`src/rtl/knob_button_frontend.sv`:
```
// -----------------------------------------------------------------------------
// knob_button_frontend
//   User-input front end for the exposure-meter UI. Decodes a quadrature rotary
//   encoder into detent steps and turns a bouncy active-low pushbutton into a
//   debounced level plus short / medium / long press events for the menu FSM.
//
// Ports
//   clk        in   system clock
//   rst        in   synchronous reset, active high
//   ena        in   block enable; when low all event pulses are suppressed
//   enc_a      in   encoder channel A (asynchronous)
//   enc_b      in   encoder channel B (asynchronous)
//   btn_n      in   pushbutton, active low, asynchronous and bouncy
//   enc_step   out  one-cycle pulse per detent
//   enc_dir    out  direction of the last step, 1 = CW (A leads)
//   enc_err    out  one-cycle pulse when A and B change in the same sample
//   btn_level  out  debounced button level, 1 = pressed
//   btn_short  out  one-cycle pulse on release of a short press
//   btn_medium out  one-cycle pulse on release of a medium press
//   btn_long   out  one-cycle pulse when a press reaches the long threshold
// -----------------------------------------------------------------------------
module knob_button_frontend #(
  parameter int SYNC_STAGES   = 2,
  parameter int STEPS_PER_DET = 4,
  parameter int DIR_INV       = 0,
  parameter int DEB_CYC       = 16,
  parameter int SHORT_MAX     = 200,
  parameter int LONG_CYC      = 600,
  parameter int CNT_W         = 16
) (
  input  logic clk,
  input  logic rst,
  input  logic ena,
  input  logic enc_a,
  input  logic enc_b,
  input  logic btn_n,
  output logic enc_step,
  output logic enc_dir,
  output logic enc_err,
  output logic btn_level,
  output logic btn_short,
  output logic btn_medium,
  output logic btn_long
);

  typedef enum logic [1:0] {
    ST_IDLE,
    ST_PRESSED,
    ST_LONG_HELD
  } press_state_e;

  localparam logic signed [3:0] STEP_P  = 4'(STEPS_PER_DET);
  localparam logic signed [3:0] STEP_N  = -STEP_P;
  localparam logic              DIR_BIT = (DIR_INV != 0);
  localparam logic [CNT_W-1:0]  DEB_M1  = CNT_W'(DEB_CYC - 1);
  localparam logic [CNT_W-1:0]  SHORT_T = CNT_W'(SHORT_MAX);
  localparam logic [CNT_W-1:0]  LONG_M1 = CNT_W'(LONG_CYC - 1);

  // Position of an {A,B} sample along the CW Gray sequence 00->10->11->01.
  function automatic logic [1:0] quad_pos(input logic [1:0] ab);
    case (ab)
      2'b00:   quad_pos = 2'd0;
      2'b10:   quad_pos = 2'd1;
      2'b11:   quad_pos = 2'd2;
      default: quad_pos = 2'd3;
    endcase
  endfunction

  // State registers
  logic [SYNC_STAGES-1:0] a_sync_q, b_sync_q, bn_sync_q;
  logic [1:0]             ab_prev_q;
  logic signed [3:0]      acc_q, acc_d;
  logic                   enc_step_q, enc_step_d;
  logic                   enc_dir_q, enc_dir_d;
  logic                   enc_err_q, enc_err_d;
  logic [CNT_W-1:0]       deb_cnt_q, deb_cnt_d;
  logic                   level_q, level_d;
  press_state_e           state_q, state_d;
  logic [CNT_W-1:0]       timer_q, timer_d;
  logic                   short_q, short_d;
  logic                   medium_q, medium_d;
  logic                   long_q, long_d;

  // Combinational helpers
  logic [1:0]        ab_cur;
  logic [1:0]        pos_diff;
  logic signed [3:0] acc_next;
  logic              btn_raw;
  logic              deb_rise, deb_fall;

  assign ab_cur   = {a_sync_q[SYNC_STAGES-1], b_sync_q[SYNC_STAGES-1]};
  assign pos_diff = quad_pos(ab_cur) - quad_pos(ab_prev_q);
  assign btn_raw  = ~bn_sync_q[SYNC_STAGES-1];

  // Encoder: +1 / -1 per legal quarter step, a jump of two positions is an error.
  // NOTE: every signal written here gets a default first, so no path leaves a
  // value unassigned and no latch is inferred.
  always_comb begin
    acc_next   = acc_q;
    acc_d      = acc_q;
    enc_step_d = 1'b0;
    enc_dir_d  = enc_dir_q;
    enc_err_d  = 1'b0;
    if (pos_diff == 2'd1) begin
      acc_next = acc_q + 4'sd1;
    end else if (pos_diff == 2'd3) begin
      acc_next = acc_q - 4'sd1;
    end
    if (!ena) begin
      acc_d = '0;
    end else if (pos_diff == 2'd2) begin
      enc_err_d = 1'b1;
    end else if (acc_next == STEP_P) begin
      enc_step_d = 1'b1;
      enc_dir_d  = 1'b1 ^ DIR_BIT;
      acc_d      = '0;
    end else if (acc_next == STEP_N) begin
      enc_step_d = 1'b1;
      enc_dir_d  = 1'b0 ^ DIR_BIT;
      acc_d      = '0;
    end else begin
      acc_d = acc_next;
    end
  end

  // Debouncer: the level only follows the raw input after DEB_CYC consecutive
  // disagreeing samples. The rise/fall strobes feed the press FSM in the same
  // cycle the level register updates.
  always_comb begin
    deb_cnt_d = deb_cnt_q;
    level_d   = level_q;
    deb_rise  = 1'b0;
    deb_fall  = 1'b0;
    if (btn_raw == level_q) begin
      deb_cnt_d = '0;
    end else if (deb_cnt_q == DEB_M1) begin
      level_d   = btn_raw;
      deb_cnt_d = '0;
      deb_rise  = btn_raw;
      deb_fall  = ~btn_raw;
    end else if (deb_cnt_q != '1) begin
      deb_cnt_d = deb_cnt_q + 1'b1;
    end
  end

  // Press classifier. The long threshold is tested before the release so a
  // release landing on the threshold cycle reports long only.
  always_comb begin
    state_d  = state_q;
    timer_d  = timer_q;
    short_d  = 1'b0;
    medium_d = 1'b0;
    long_d   = 1'b0;
    if (!ena) begin
      state_d = ST_IDLE;
      timer_d = '0;
    end else begin
      case (state_q)
        ST_IDLE: begin
          if (deb_rise) begin
            state_d = ST_PRESSED;
            timer_d = '0;
          end
        end
        ST_PRESSED: begin
          if (timer_q != '1) timer_d = timer_q + 1'b1;
          if (timer_q == LONG_M1) begin
            long_d  = 1'b1;
            state_d = deb_fall ? ST_IDLE : ST_LONG_HELD;
          end else if (deb_fall) begin
            state_d = ST_IDLE;
            if (timer_q < SHORT_T) short_d  = 1'b1;
            else                   medium_d = 1'b1;
          end
        end
        ST_LONG_HELD: begin
          if (deb_fall) state_d = ST_IDLE;
        end
        default: state_d = ST_IDLE;
      endcase
    end
  end

  // NOTE: state is updated with non-blocking assignments so every register
  // samples the pre-edge value of every other, independent of statement order.
  always_ff @(posedge clk) begin
    // NOTE: reset is synchronous; the synchronisers load the idle pin levels
    // (A=0, B=0, button released) so no spurious edge follows reset.
    if (rst) begin
      a_sync_q   <= '0;
      b_sync_q   <= '0;
      bn_sync_q  <= '1;
      ab_prev_q  <= 2'b00;
      acc_q      <= '0;
      enc_step_q <= 1'b0;
      enc_dir_q  <= 1'b0;
      enc_err_q  <= 1'b0;
      deb_cnt_q  <= '0;
      level_q    <= 1'b0;
      state_q    <= ST_IDLE;
      timer_q    <= '0;
      short_q    <= 1'b0;
      medium_q   <= 1'b0;
      long_q     <= 1'b0;
    end else begin
      a_sync_q   <= {a_sync_q[SYNC_STAGES-2:0], enc_a};
      b_sync_q   <= {b_sync_q[SYNC_STAGES-2:0], enc_b};
      bn_sync_q  <= {bn_sync_q[SYNC_STAGES-2:0], btn_n};
      ab_prev_q  <= ab_cur;
      acc_q      <= acc_d;
      enc_step_q <= enc_step_d;
      enc_dir_q  <= enc_dir_d;
      enc_err_q  <= enc_err_d;
      deb_cnt_q  <= deb_cnt_d;
      level_q    <= level_d;
      state_q    <= state_d;
      timer_q    <= timer_d;
      short_q    <= short_d;
      medium_q   <= medium_d;
      long_q     <= long_d;
    end
  end

  assign enc_step   = enc_step_q;
  assign enc_dir    = enc_dir_q;
  assign enc_err    = enc_err_q;
  assign btn_level  = level_q;
  assign btn_short  = short_q;
  assign btn_medium = medium_q;
  assign btn_long   = long_q;

endmodule

```
`config.mk`:
```
export PLATFORM = sky130hd
export DESIGN_NAME = knob_button_frontend
export DESIGN_NICKNAME = d
export VERILOG_FILES = /design/src/rtl/knob_button_frontend.sv
export SDC_FILE = /design/constraint.sdc
export NUM_CORES = 1
export LEC_CHECK = 0
export ABC_AREA = 1
export CORE_MARGIN = 1
export CORE_UTILIZATION = 55
export CTS_CLUSTER_SIZE = 25
export DETAILED_ROUTE_END_ITERATION = 16
export PLACE_DENSITY = 0.76
export REMOVE_ABC_BUFFERS = 1
export SLEW_MARGIN = 10
export SYNTH_ARGS = -nofsm -noshare
export SYNTH_HDL_FRONTEND = slang
export SYNTH_SLANG_ARGS = --single-unit
export TNS_END_PERCENT = 30
```
`constraint.sdc`:
```
create_clock -name clk -period 5.65 [get_ports clk]
set_clock_uncertainty 0.15 [all_clocks]
set_input_delay 0.8475 -clock clk [delete_from_list [all_inputs] [get_ports clk]]
set_output_delay 0.8475 -clock clk [all_outputs]
set_load 0.005 [all_outputs]
```
# After elaboration in Yosys (flattened, before gate mapping)

Cells that the tools add are included.

Logic and storage cells: 84
Memory bits (writable): 0
Register bits: 53
Input port bits: 6
Latch bits: 0
Memories: 0
Bits in read-only memories: 0

Bitwise operators: 6
Mux-type cells: 26
Divide/modulo/power cells: 0
$mul: 0
Shift operators: 0
Reduce and logical (&&, ||, !) cells: 13
$add $sub $neg: 5
Equal/unequal tests: 18
Magnitude comparators: 1

Operator list:

| cell                                                 | number |
|---|---|
| adder 16 x 1 -> 16 bit (second input constant)       | 2 |
| two-way mux 16 bit                                   | 2 |
| != test 16 bit (second input constant)               | 2 |
| case mux 16 bit (2 select lines)                     | 1 |
| case mux 2 bit (3 select lines)                      | 3 |
| == test 16 x 10 -> 1 bit (second input constant)     | 1 |
| == test 16 x 4 -> 1 bit (second input constant)      | 1 |
| < comparator 16 x 8 -> 1 bit (second input constant) | 1 |
| two-way mux 4 bit                                    | 4 |
| == test 2 bit (second input constant)                | 7 |
| two-way mux 1 bit                                    | 12 |
| OR reduction 3 bit                                   | 3 |
| two-way mux 2 bit                                    | 4 |
| zero test 2 bit                                      | 3 |
| NOT 1 bit                                            | 6 |
| AND reduction 3 bit                                  | 2 |
| OR reduction 5 bit                                   | 1 |
| adder 4 x 2 -> 4 bit (second input constant)         | 1 |
| == test 2 x 1 -> 1 bit (second input constant)       | 2 |
| == test 4 x 3 -> 1 bit (second input constant)       | 1 |
| == test 4 bit (second input constant)                | 1 |
| != test 2 bit (second input constant)                | 2 |
| nonzero test 2 bit                                   | 2 |
| subtractor 4 x 2 -> 4 bit (second input constant)    | 1 |
| other kinds (4)                                      | 4 |

# Longest topological paths before layout

Gate-level depths: netlist of run 1.

Depth after elaboration: 9
Depth in mapped cells: 16
Depth with buffers taken out: 16

# Least setup slack after synthesis of run 1

No wires, ideal clock.

Path kind: register -> register
From: register a_sync_q[1]
To: register enc_dir_q, in the netlist enc_dir
Arrival time: 1.742 ns
Data required time: 5.385 ns
Library setup time: 0.115 ns
Path buffers: 0
Path slack: 3.643 ns
Cell stages (with the launch flop): 14
Cell sequence: dfxtp_1 -> inv_1 -> ha_1 -> ha_1 -> inv_1 -> nand2_1 -> nor3_1 -> nand3_1 -> nand2_1 -> nand2_1 -> nand2_1 -> nand4_1 -> nand2_1 -> nor2_1

Longest elaborated chain between the ends: 9
Elaborated cells on any way between the ends: 16
Classes of those cells: 1 x add/sub; 7 x eq/ne; 4 x mux; 1 x bitwise; 3 x reduce/logical

RTL lines:

| what                                                    | line     | source |
|---|---|---|
| start: declaration                                      | 70       | `logic [SYNC_STAGES-1:0] a_sync_q, b_sync_q, bn_sync_q;` |
| start signal: assignment                                | 206      | `a_sync_q <= {a_sync_q[SYNC_STAGES-2:0], enc_a};` |
| == test 2 bit or zero test 2 bit (tied branches)        | 61       | `case (ab)` |
| case mux 2 bit (3 select lines) (*)                     | 61       |  |
| subtractor 2 bit (*)                                    | 92       | `assign pos_diff = quad_pos(ab_cur) - quad_pos(ab_prev_q);` |
| == test 2 bit                                           | 106      | `end else if (pos_diff == 2'd3) begin` |
| two-way mux 4 bit                                       | 106      |  |
| two-way mux 4 bit                                       | 104      | `if (pos_diff == 2'd1) begin` |
| == test 4 bit or == test 4 x 3 -> 1 bit (tied branches) | 113, 117 |  |
| nonzero test 2 bit (no source line)                     | -        |  |
| AND reduction 3 bit (no source line)                    | -        |  |
| end signal: assignment                                  | 212      | `enc_dir_q <= enc_dir_d;` |
| end: declaration                                        | 74       | `logic enc_dir_q, enc_dir_d;` |

Every way passes the cells marked *; elsewhere a longest branch is shown, timed or not.
A chain may end at the register's enable or synchronous reset.

# Worst setup path in the final report of run 1

From: input rst
To: register acc_q[2]

Longest elaborated chain between the ends: 1

RTL lines:

| what                                | line | source |
|---|---|---|
| start: declaration                  | 32   | `input logic rst,` |
| OR reduction 2 bit (no source line) | -    |  |
| end signal: assignment              | 194  | `acc_q <= '0;` |
| end signal: assignment              | 210  | `acc_q <= acc_d;` |
| end: declaration                    | 72   | `logic signed [3:0] acc_q, acc_d;` |

No other way between the ends.

==> results of run 1 <==
==> metal layers <==
| layer | routed length, um | global-route usage |
|---|---|---|
| met1 | 2800 | 0.285 |
| met2 | 2600 | 0.395 |
| met3 | 129 | 0.0407 |
| met4 | 53 | 0.0776 |
| met5 | 0 | 0 |
==> state kept, by name, indices dropped and copies added, names as in the netlist <==
name / count
deb_cnt_q: 16
timer_q: 16
acc_q: 4
a_sync_q: 2
ab_prev_q: 2
b_sync_q: 2
bn_sync_q: 2
state_q: 2
btn_level: 1
btn_long: 1
btn_medium: 1
btn_short: 1
enc_dir: 1
enc_err: 1
enc_step: 1
==> per-stage QoR <==
step	util	power (mW)	std cells	hold slack [ps]	setup slack (ps)
3_3_place_gp	0.626	0.435	498	243	2790
2_1_floorplan	-	0.421	419	238	3640
3_5_place_dp	0.626	0.436	498	243	2720
6_report	0.651	0.691	506	265	3070
5_1_grt	0.651	0.720	506	291	2810
4_1_cts	0.651	0.701	506	272	3040
==> worst min path at each step <==
stage,slack [ps],start,endpoint
after detailed placement,240,bn_sync_q[0]$_SDFF_PP1_,bn_sync_q[1]$_SDFF_PP1_
after floorplan,240,a_sync_q[0]$_SDFF_PP0_,a_sync_q[1]$_SDFF_PP0_
after global placement,240,bn_sync_q[0]$_SDFF_PP1_,bn_sync_q[1]$_SDFF_PP1_
after CTS,270,bn_sync_q[0]$_SDFF_PP1_,bn_sync_q[1]$_SDFF_PP1_
final,260,bn_sync_q[0]$_SDFF_PP1_,bn_sync_q[1]$_SDFF_PP1_
after global routing,290,bn_sync_q[0]$_SDFF_PP1_,bn_sync_q[1]$_SDFF_PP1_
==> power by group through the flow <==
stage               Sequential, mW  Clock (mW)  Combinational, mW
floorplan                    0.388           0             0.0330
global placement             0.389           0             0.0460
detailed placement           0.389           0             0.0469
CTS                          0.380       0.274             0.0472
global route                 0.381       0.285             0.0543
finish                       0.380       0.264             0.0473
==> kinds of logic (layout without fill, tap and decap cells) <==
kind of cell,after synthesis,in the layout,share of synthesized area
and+or+nand+nor,227,227,0.370
buffers and inverters,77,93,0.105
DFF,53,53,0.369
adders and majority gates,9,9,0.0391
xor gates and xnor gates,8,8,0.0243
AOI/OAI and AO/OA,49,49,0.0934
==> layout by cell type, fill, tap and decap left out, types with 2 or more instances in the layout <==
| cell type | count |
|---|---|
| nor2_4 | 2 |
| nand4_1 | 11 |
| nor2_2 | 2 |
| a31oi_1 | 2 |
| nor3_1 | 9 |
| dfxtp_1 | 53 |
| nor3_2 | 3 |
| nor2_1 | 46 |
| nand2_4 | 3 |
| inv_1 | 66 |
| o21ai_0 | 12 |
| nor3b_1 | 2 |
| nand3_1 | 42 |
| inv_2 | 5 |
| clkbuf_8 | 6 |
| nand2_1 | 91 |
| or2_2 | 7 |
| o211ai_1 | 2 |
| nand2_2 | 3 |
| nor4_1 | 4 |
| xor2_1 | 8 |
| ha_1 | 9 |
| a21oi_1 | 26 |
| clkdlybuf4s50_1 | 12 |
| a211oi_1 | 2 |
==> area by class of cell <==
| class | instances | share of cell area |
|---|---|---|
| Multi-Input combinational cell | 293 | 0.477 |
| Sequential cell | 53 | 0.334 |
| Inverter | 73 | 0.0866 |
| Timing Repair Buffer | 12 | 0.0378 |
| Tap cell | 67 | 0.0264 |
| Clock buffer | 6 | 0.0260 |
| Clock inverter | 2 | 0.0118 |
==> impl_metrics.tcl, run 1 <==
set metrics [dict create \
    grt_max_degree 24 \
    pin_count 13 \
    place_area_sq_um 3060 \
    r2r-start "a_sync_q[1]$_SDFF_PP0_" \
    grt_pass1_wl_um 9690 \
    cts_buffers 5 \
    detail_route.first_pass.iterations 4 \
    cap_violations 0 \
    path_clk_slew_ps 90 \
    crit_path_max_fanout 23 \
    crit_arrival_ps 2610 \
    clkPwrFrac 0.382 \
    die_area_sq_um 5530 \
    yosys_most_used_dff "dfxtp_1" \
    ys_top_cells_by_count "91 x nand2_1, 66 x inv_1, 53 x dfxtp_1" \
    whs_path_depth 1 \
    die_w_um 74.4 \
    tns_ps 0 \
    cts_resized 0 \
    rsz0062_at_grt "no" \
    drtAntennaViolNets 0 \
    relSlewSlack 0.499 \
    die_h_um 74.4 \
    r2r-end "enc_dir$_SDFFE_PP0P_" \
    fillerInstances 476 \
    cts_setup_buffers 0 \
    cpMostUsedCell "inv_1" \
    rrSetupSlack_ps 3340 \
    ys_seq_elements 53 \
    ys_seq_area_frac 0.369 \
    drive_above_1_share 0.0843 \
    ys_warn_count 0 \
    critPathTopFamily "buffers and inverters" \
    row_count 25 \
    cp-end-kind "flip-flop" \
    tightest_slew_ps 750 \
    core_area_sq_um 4880 \
    crit_chain "clkdlybuf4s50_1 > inv_1 > nand2_1 > nor2_1 > inv_1 > o21ai_0" \
    cp_slowest_cell "clkdlybuf4s50_1" \
    netlist_area_sq_um 2880 \
    irDropWorstVdd_uv 178 \
    cp-start-kind "input port" \
    crit_path_end "acc_q[2]$_SDFFE_PP0N_" \
    yosysTopAreaCellShare 0.369 \
    p_sw_mw 0.152 \
    area_delta_synth_final_pct 10.3 \
    routed_wl_um 5590 \
    postCtsHoldBufs 0 \
    syn_area_per_cell_sq_um 6.81 \
    vias 2561 \
    start_util 0.590 \
    antenna_cells 0 \
    critical_path_class "input port to flip-flop" \
    swShare 0.220 \
    grt_pass1_vias 2325 \
    fin_crit_ps 2580 \
    clk_latency_ps 300 \
    drcViolationCount 0 \
    multi_input_area_sq_um 1520 \
    power_density_nw_per_um2 218 \
    clockBufferDepth 2 \
    critical_path.max_stage_delay_ps 670 \
    drtIter0Drc 105 \
    synth.most_common_cell "nand2_1" \
    globalRouteTotalUtil 0.228 \
    seq_power_share 0.550 \
    cp.depth 6 \
    dp_hpwl_um 4290 \
    regArea_sq_um 1060 \
    internal_power_mw 0.539 \
    vias_per_cell 5.06 \
    outcome "completed" \
    design_area_sq_um 3180 \
    gr-total-overflow 0 \
    synth_cell_type_count 34 \
    hold_viol_final 0 \
    fin_crit_sh 0.456 \
    startpoint "rst" \
    async_flop_share 0 \
    crit_buf_inv 3 \
    cts.sinks 53 \
    antenna_found_initial 0 \
    yosys-top-cells-area "dfxtp_1 37%, nand2_1 12%, inv_1 8.6%, nand3_1 7.3%, nor2_1 6.0%" \
    synth_area_leader_cell "dfxtp_1" \
    nets 453 \
    synthCells 423 \
    p_comb_frac 0.068 \
    synth_edf_count 0 \
    finalSetupViolCount 0 \
    portBuffers 12 \
    worst-endpoint-required_ps 5680 \
    cts_root_buffer "clkbuf_8" \
    min_path_type "flip-flop to flip-flop" \
    timing.fmax_mhz 388 \
    cts_max_level 2 \
    wl_per_cell_um 11.0 \
    power.leakage_nw 1.37 \
    r2r_cells 13 \
    cts_tree "yes" \
    gp_congestion 0.909 \
    maxSlewViolCount 0 \
]
(Power assumes the default switching activity.)
==> run 2: changes to the inputs <==
Settings changed: CORE_UTILIZATION 55 to 54, PLACE_DENSITY 0.76 to 0.77.
Clock period 5.65 ns to 2.2 ns, I/O delays scaled along.
==> run 2 against run 1 <==
  * Worst setup slack worse by 3000 ps
  * Final area up 3.9%
  * Cell count increased by 2.2%
  * First-iteration DRC count down 0.95%
==> impl_metrics.tcl, run 2 (synthesized netlist as in run 1, its figures left out) <==
set metrics [dict create \
    crit_path_max_fanout 4 \
    rrSetupSlack_ps 100 \
    clockBufferDepth 2 \
    gp_congestion 0.856 \
    cts_buffers 5 \
    hold-worst-slack_ps 263 \
    irDropWorstVdd_uv 477 \
    fin_cells 517 \
    grt_pass1_vias 2445 \
    cts_root_buffer "clkbuf_8" \
    tightest_slew_ps 464 \
    top_regs "deb_cnt_q: 16 flops, timer_q: 16 flops, acc_q: 4 flops" \
    maxSlewViolCount 0 \
    globalRouteTotalUtil 0.228 \
    die_area_sq_um 5630 \
    cts_tree "yes" \
    final_common_cell "nand2_1" \
    critical_path_class "flip-flop to flip-flop" \
    grt_max_degree 17 \
    pin_count 13 \
    worst-endpoint-required_ps 2270 \
    relSlewSlack 0.688 \
    path_clk_slew_ps 100 \
    drive_above_1_share 0.128 \
    grt_pass1_wl_um 9950 \
    hold_viol_final 0 \
    power.leakage_nw 1.41 \
    detail_route.first_pass.iterations 4 \
    place_inst 509 \
    hold_end "b_sync_q[1]$_SDFF_PP0_" \
    min_path_type "flip-flop to flip-flop" \
    vias_per_cell 5.15 \
    row_count 26 \
    crit_arrival_ps 2160 \
    drtAntennaViolNets 0 \
    power_density_nw_per_um2 553 \
    hold_path_startpoint "b_sync_q[0]$_SDFF_PP0_" \
    cts_max_level 2 \
    tns_ps 0 \
    finalSetupViolCount 0 \
    timing.fmax_mhz 477 \
    cts_setup_buffers 0 \
    die_h_um 75.0 \
    postCtsHoldBufs 0 \
    wl_per_cell_um 11.7 \
    cp-end-kind "flip-flop" \
    r2r-end "enc_step$_SDFF_PP0_" \
    r2r-start "ab_prev_q[1]$_SDFF_PP0_" \
    core_area_sq_um 5110 \
    drcViolationCount 0 \
    startpoint "ab_prev_q[1]$_SDFF_PP0_" \
    outcome "completed" \
    r2r_cells 13 \
    dp_slack_ps 105 \
    routed_wl_um 6050 \
    area_delta_synth_final_pct 14.6 \
    drtIter0Drc 104 \
    fin_ws_ps 102 \
    cp-start-kind "flip-flop" \
    cts.sinks 53 \
    gr-total-overflow 0 \
    fin_util 0.646 \
    fin_crit_ps 2100 \
    final_cell_mix "86 x nand2_1, 65 x inv_1, 52 x dfxtp_1, 45 x nor2_1, 41 x nand3_1" \
    antenna_found_initial 0 \
    portBuffers 12 \
    antenna_cells 0 \
    die_w_um 75.0 \
    dp_hpwl_um 4390 \
    clk_latency_ps 300 \
    cap_violations 0 \
    whs_path_depth 2 \
    nets 461 \
    fin_crit_sh 0.953 \
    start_util 0.564 \
    vias 2664 \
]
run 2: cell types whose count changed in the layout (fill, tap and decap cells not counted), moves of 2 or more:
cell     change
ha_1         -2
nand2_1      -5
nand2_2      +4
ha_4         +2
buf_4        +8
run 2: area by class of cell:
type / count / area (sq um)
clock inverters: 2 / 37.5
flip-flops and latches: 53 / 1060
fillers: 465 / 1810
multi-input cells: 293 / 1580
repair buffers: 20 / 180
clock buffers: 6 / 82.6
well taps: 70 / 87.6
inverters: 73 / 275
run 2: worst max-delay path by stage:
stage / endpoint / slack [ps] / depth (start not counted)
CTS: enc_dir$_SDFFE_PP0P_ / 30 / 14
global route: enc_dir$_SDFFE_PP0P_ / -110 / 13
finish: enc_step$_SDFF_PP0_ / 100 / 13
floorplan: enc_dir$_SDFFE_PP0P_ / 190 / 13
global placement: enc_dir$_SDFFE_PP0P_ / 180 / 12
detailed placement: enc_dir$_SDFFE_PP0P_ / 100 / 13
run 2: worst max-delay path: stages (launching register included):
cell     delay (ps)
dfxtp_1         340
inv_1            40
ha_1            280
inv_2            50
ha_4            160
inv_1           120
nand2_2         100
nand2_2          90
nand2_2          70
nand3_1         110
nand3_1         110
nand2_1          70
nand2_1          90
nor4_1          230
run 2: repair_timing:
item / 4_1_cts / 5_1_grt
endpoints found under the setup margin: 0 / 4
gates resized for setup: 0 / 16
hold endpoints to repair: 0 / 0
run 2: per-layer routing:
layer,global-route usage,vias to the layer above,part of all wire
li1,-,1398,-
met1,0.272,1199,0.45
met2,0.417,55,0.50
met3,0.0348,12,0.034
met4,0.0776,0,0.018
met5,0,-,0
run 2: where the power goes:
group	total (mW)	leakage (nW)	switching [mW]	internal (mW)
logic	0.156	0.924	0.0955	0.0607
clock network	0.692	0.0574	0.321	0.370
registers	0.976	0.429	0.00616	0.970
total	1.82	1.41	0.423	1.40
run 2: per-stage QoR:
stage | power [mW] | cell area [sq um]
detailed placement | 1.13 | 3120
global route | 1.89 | 3300
global placement | 1.12 | 3120
floorplan | 1.08 | 2850
CTS | 1.81 | 3240
finish | 1.82 | 3300
==> run 3: changes to the inputs <==
Settings changed: SETUP_SLACK_MARGIN set to 0.4.
==> run 3 against run 2 <==
  * Highest routed layer unchanged
  * Combinational power is 49% higher
  * Worst hold slack worse by 12 ps
  * Worst setup slack better by 62 ps
  * Fmax is 3.1% higher
  * Global-route usage is 1.4 points higher
  * Sequential share of layout area is 3.0 points lower
  * Die area stayed put
  * Utilization is 9.1 points higher
  * Clock-buffer cell count stayed put
  * Critical endpoint is now enc_dir$_SDFFE_PP0P_
==> impl_metrics.tcl, run 3 (synthesized netlist as in run 1, its figures left out) <==
set metrics [dict create \
    irDropWorstVdd_uv 520 \
    die_h_um 75.0 \
    wl_met3_um 370 \
    globalRouteTotalUtil 0.243 \
    cts_root_buffer "clkbuf_8" \
    p_comb_frac 0.122 \
    p_sw_mw 0.475 \
    hold_end "b_sync_q[1]$_SDFF_PP0_" \
    grt_pass1_wl_um 10600 \
    outcome "completed" \
    finalSetupViolCount 0 \
    power.leakage_nw 1.60 \
    hold_path_startpoint "b_sync_q[0]$_SDFF_PP0_" \
    cts_buffers 5 \
    cts_max_level 2 \
    fin_crit_ps 2040 \
    worst-endpoint-required_ps 2310 \
    vias_per_cell 5.54 \
    row_count 26 \
    nets 479 \
    clk_latency_ps 310 \
    whs_path_depth 2 \
    fin_util 0.738 \
    r2r-end "enc_dir$_SDFFE_PP0P_" \
    wl_met2_um 3800 \
    top_layer "met4" \
    vias 2962 \
    cap_violations 0 \
    postCtsHoldBufs 0 \
    area_delta_synth_final_pct 30.9 \
    detail_route.first_pass.iterations 5 \
    pin_count 13 \
    routed_wl_um 7570 \
    start_util 0.564 \
    tns_ps 0 \
    fillerInstances 373 \
    r2r_cells 13 \
    final_cell_mix "73 x nand2_1, 58 x inv_1, 41 x nor2_1, 36 x dfxtp_1, 34 x nand3_1" \
    timing.fmax_mhz 491 \
    cp-end-kind "flip-flop" \
    rrSetupSlack_ps 160 \
    rsz0062_at_grt "yes" \
    drive_above_1_share 0.288 \
    clockBufferDepth 2 \
    seq_power_share 0.510 \
    min_path_type "flip-flop to flip-flop" \
    antenna_cells 0 \
    grt_max_degree 17 \
    dp_hpwl_um 4390 \
    wl_per_cell_um 14.1 \
    die_area_sq_um 5630 \
    cts.sinks 53 \
    core_area_sq_um 5110 \
    internal_power_mw 1.42 \
    top_regs "deb_cnt_q: 16 flops, timer_q: 16 flops, acc_q: 4 flops" \
    gr-total-overflow 0 \
    portBuffers 12 \
    clkPwrFrac 0.368 \
    hold_viol_final 0 \
    relSlewSlack 0.688 \
    cp-start-kind "flip-flop" \
    gp_congestion 0.856 \
    cts_tree "yes" \
    maxSlewViolCount 0 \
    fin_crit_sh 0.925 \
    path_clk_slew_ps 100 \
    swShare 0.250 \
    antenna_found_initial 0 \
    crit_arrival_ps 2150 \
    wl_met1_um 3140 \
    tightest_slew_ps 465 \
    die_w_um 75.0 \
    r2r-start "a_sync_q[1]$_SDFF_PP0_" \
    critical_path_class "flip-flop to flip-flop" \
    power_density_nw_per_um2 504 \
    drtAntennaViolNets 0 \
    crit_path_max_fanout 4 \
    final_common_cell "nand2_1" \
    drtIter0Drc 222 \
    grt_pass1_vias 2569 \
    drcViolationCount 0 \
]
run 3: critical path: stages, from the launching register on:
cell and delay (ps):
dfxtp_2 340, buf_4 130, ha_4 180, nor2_4 130
nand2_1 110, nand3_1 220, nand3_1 160, nand2_2 110
nand2_4 60, nand2_4 70, nand2_4 70, nor2_4 110
a21oi_2 60, nor2_1 80
run 3: area by class of cell:
type	instances	area, sq um	share of cell area
Multi-Input combinational cell	293	1850	0.490
Sequential cell	53	1100	0.292
Timing Repair Buffer	37	319	0.0847
Inverter	73	290	0.0771
Tap cell	70	87.6	0.0232
Clock buffer	6	82.6	0.0219
Clock inverter	2	37.5	0.00996
Timing Repair inverter	1	5.00	0.00133
run 3: worst max path at each step:
stage / from / depth (start not counted) / slack [ps] / end
after floorplan: a_sync_q[1]$_SDFF_PP0_ / 13 / 190 / enc_dir$_SDFFE_PP0P_
after global placement: a_sync_q[1]$_SDFF_PP0_ / 12 / 180 / enc_dir$_SDFFE_PP0P_
after detailed placement: a_sync_q[1]$_SDFF_PP0_ / 13 / 100 / enc_dir$_SDFFE_PP0P_
after CTS: ab_prev_q[1]$_SDFF_PP0_ / 14 / 270 / enc_dir$_SDFFE_PP0P_
after global routing: a_sync_q[1]$_SDFF_PP0_ / 11 / 60 / enc_step$_SDFF_PP0_
final: a_sync_q[1]$_SDFF_PP0_ / 13 / 160 / enc_dir$_SDFFE_PP0P_
run 3: power by group through the flow:
stage          clock [mW]  combinational, mW  sequential, mW
2_1_floorplan           0             0.0849           0.997
3_3_place_gp            0              0.125           0.998
3_5_place_dp            0              0.127           0.998
4_1_cts             0.707              0.158           0.977
5_1_grt             0.738              0.246           0.971
6_report            0.699              0.232           0.969
run 3: through the flow:
step	instances	hold slack, ps	setup WS [ps]	area, sq um	total power [mW]
after floorplan	419	238	193	2850	1.08
after global placement	509	244	177	3120	1.12
after detailed placement	509	245	105	3120	1.13
after CTS	523	268	269	3390	1.84
after global routing	535	266	57.0	3770	1.95
final	535	251	165	3770	1.90
run 3: layer usage:
| metal | vias to the layer above | GRT usage |
|---|---|---|
| li1 | 1442 | - |
| met1 | 1377 | 0.285 |
| met2 | 115 | 0.443 |
| met3 | 28 | 0.0361 |
| met4 | 0 | 0.0922 |
| met5 | - | 0 |
run 3: what timing repair did:
action / 4_1_cts / 5_1_grt
setup buffers: 6 / 11
setup endpoints to repair: 24 / 34
resized for setup: 30 / 83
cloned: 0 / 1
pin swaps: 18 / 29
hold endpoints to repair: 0 / 0
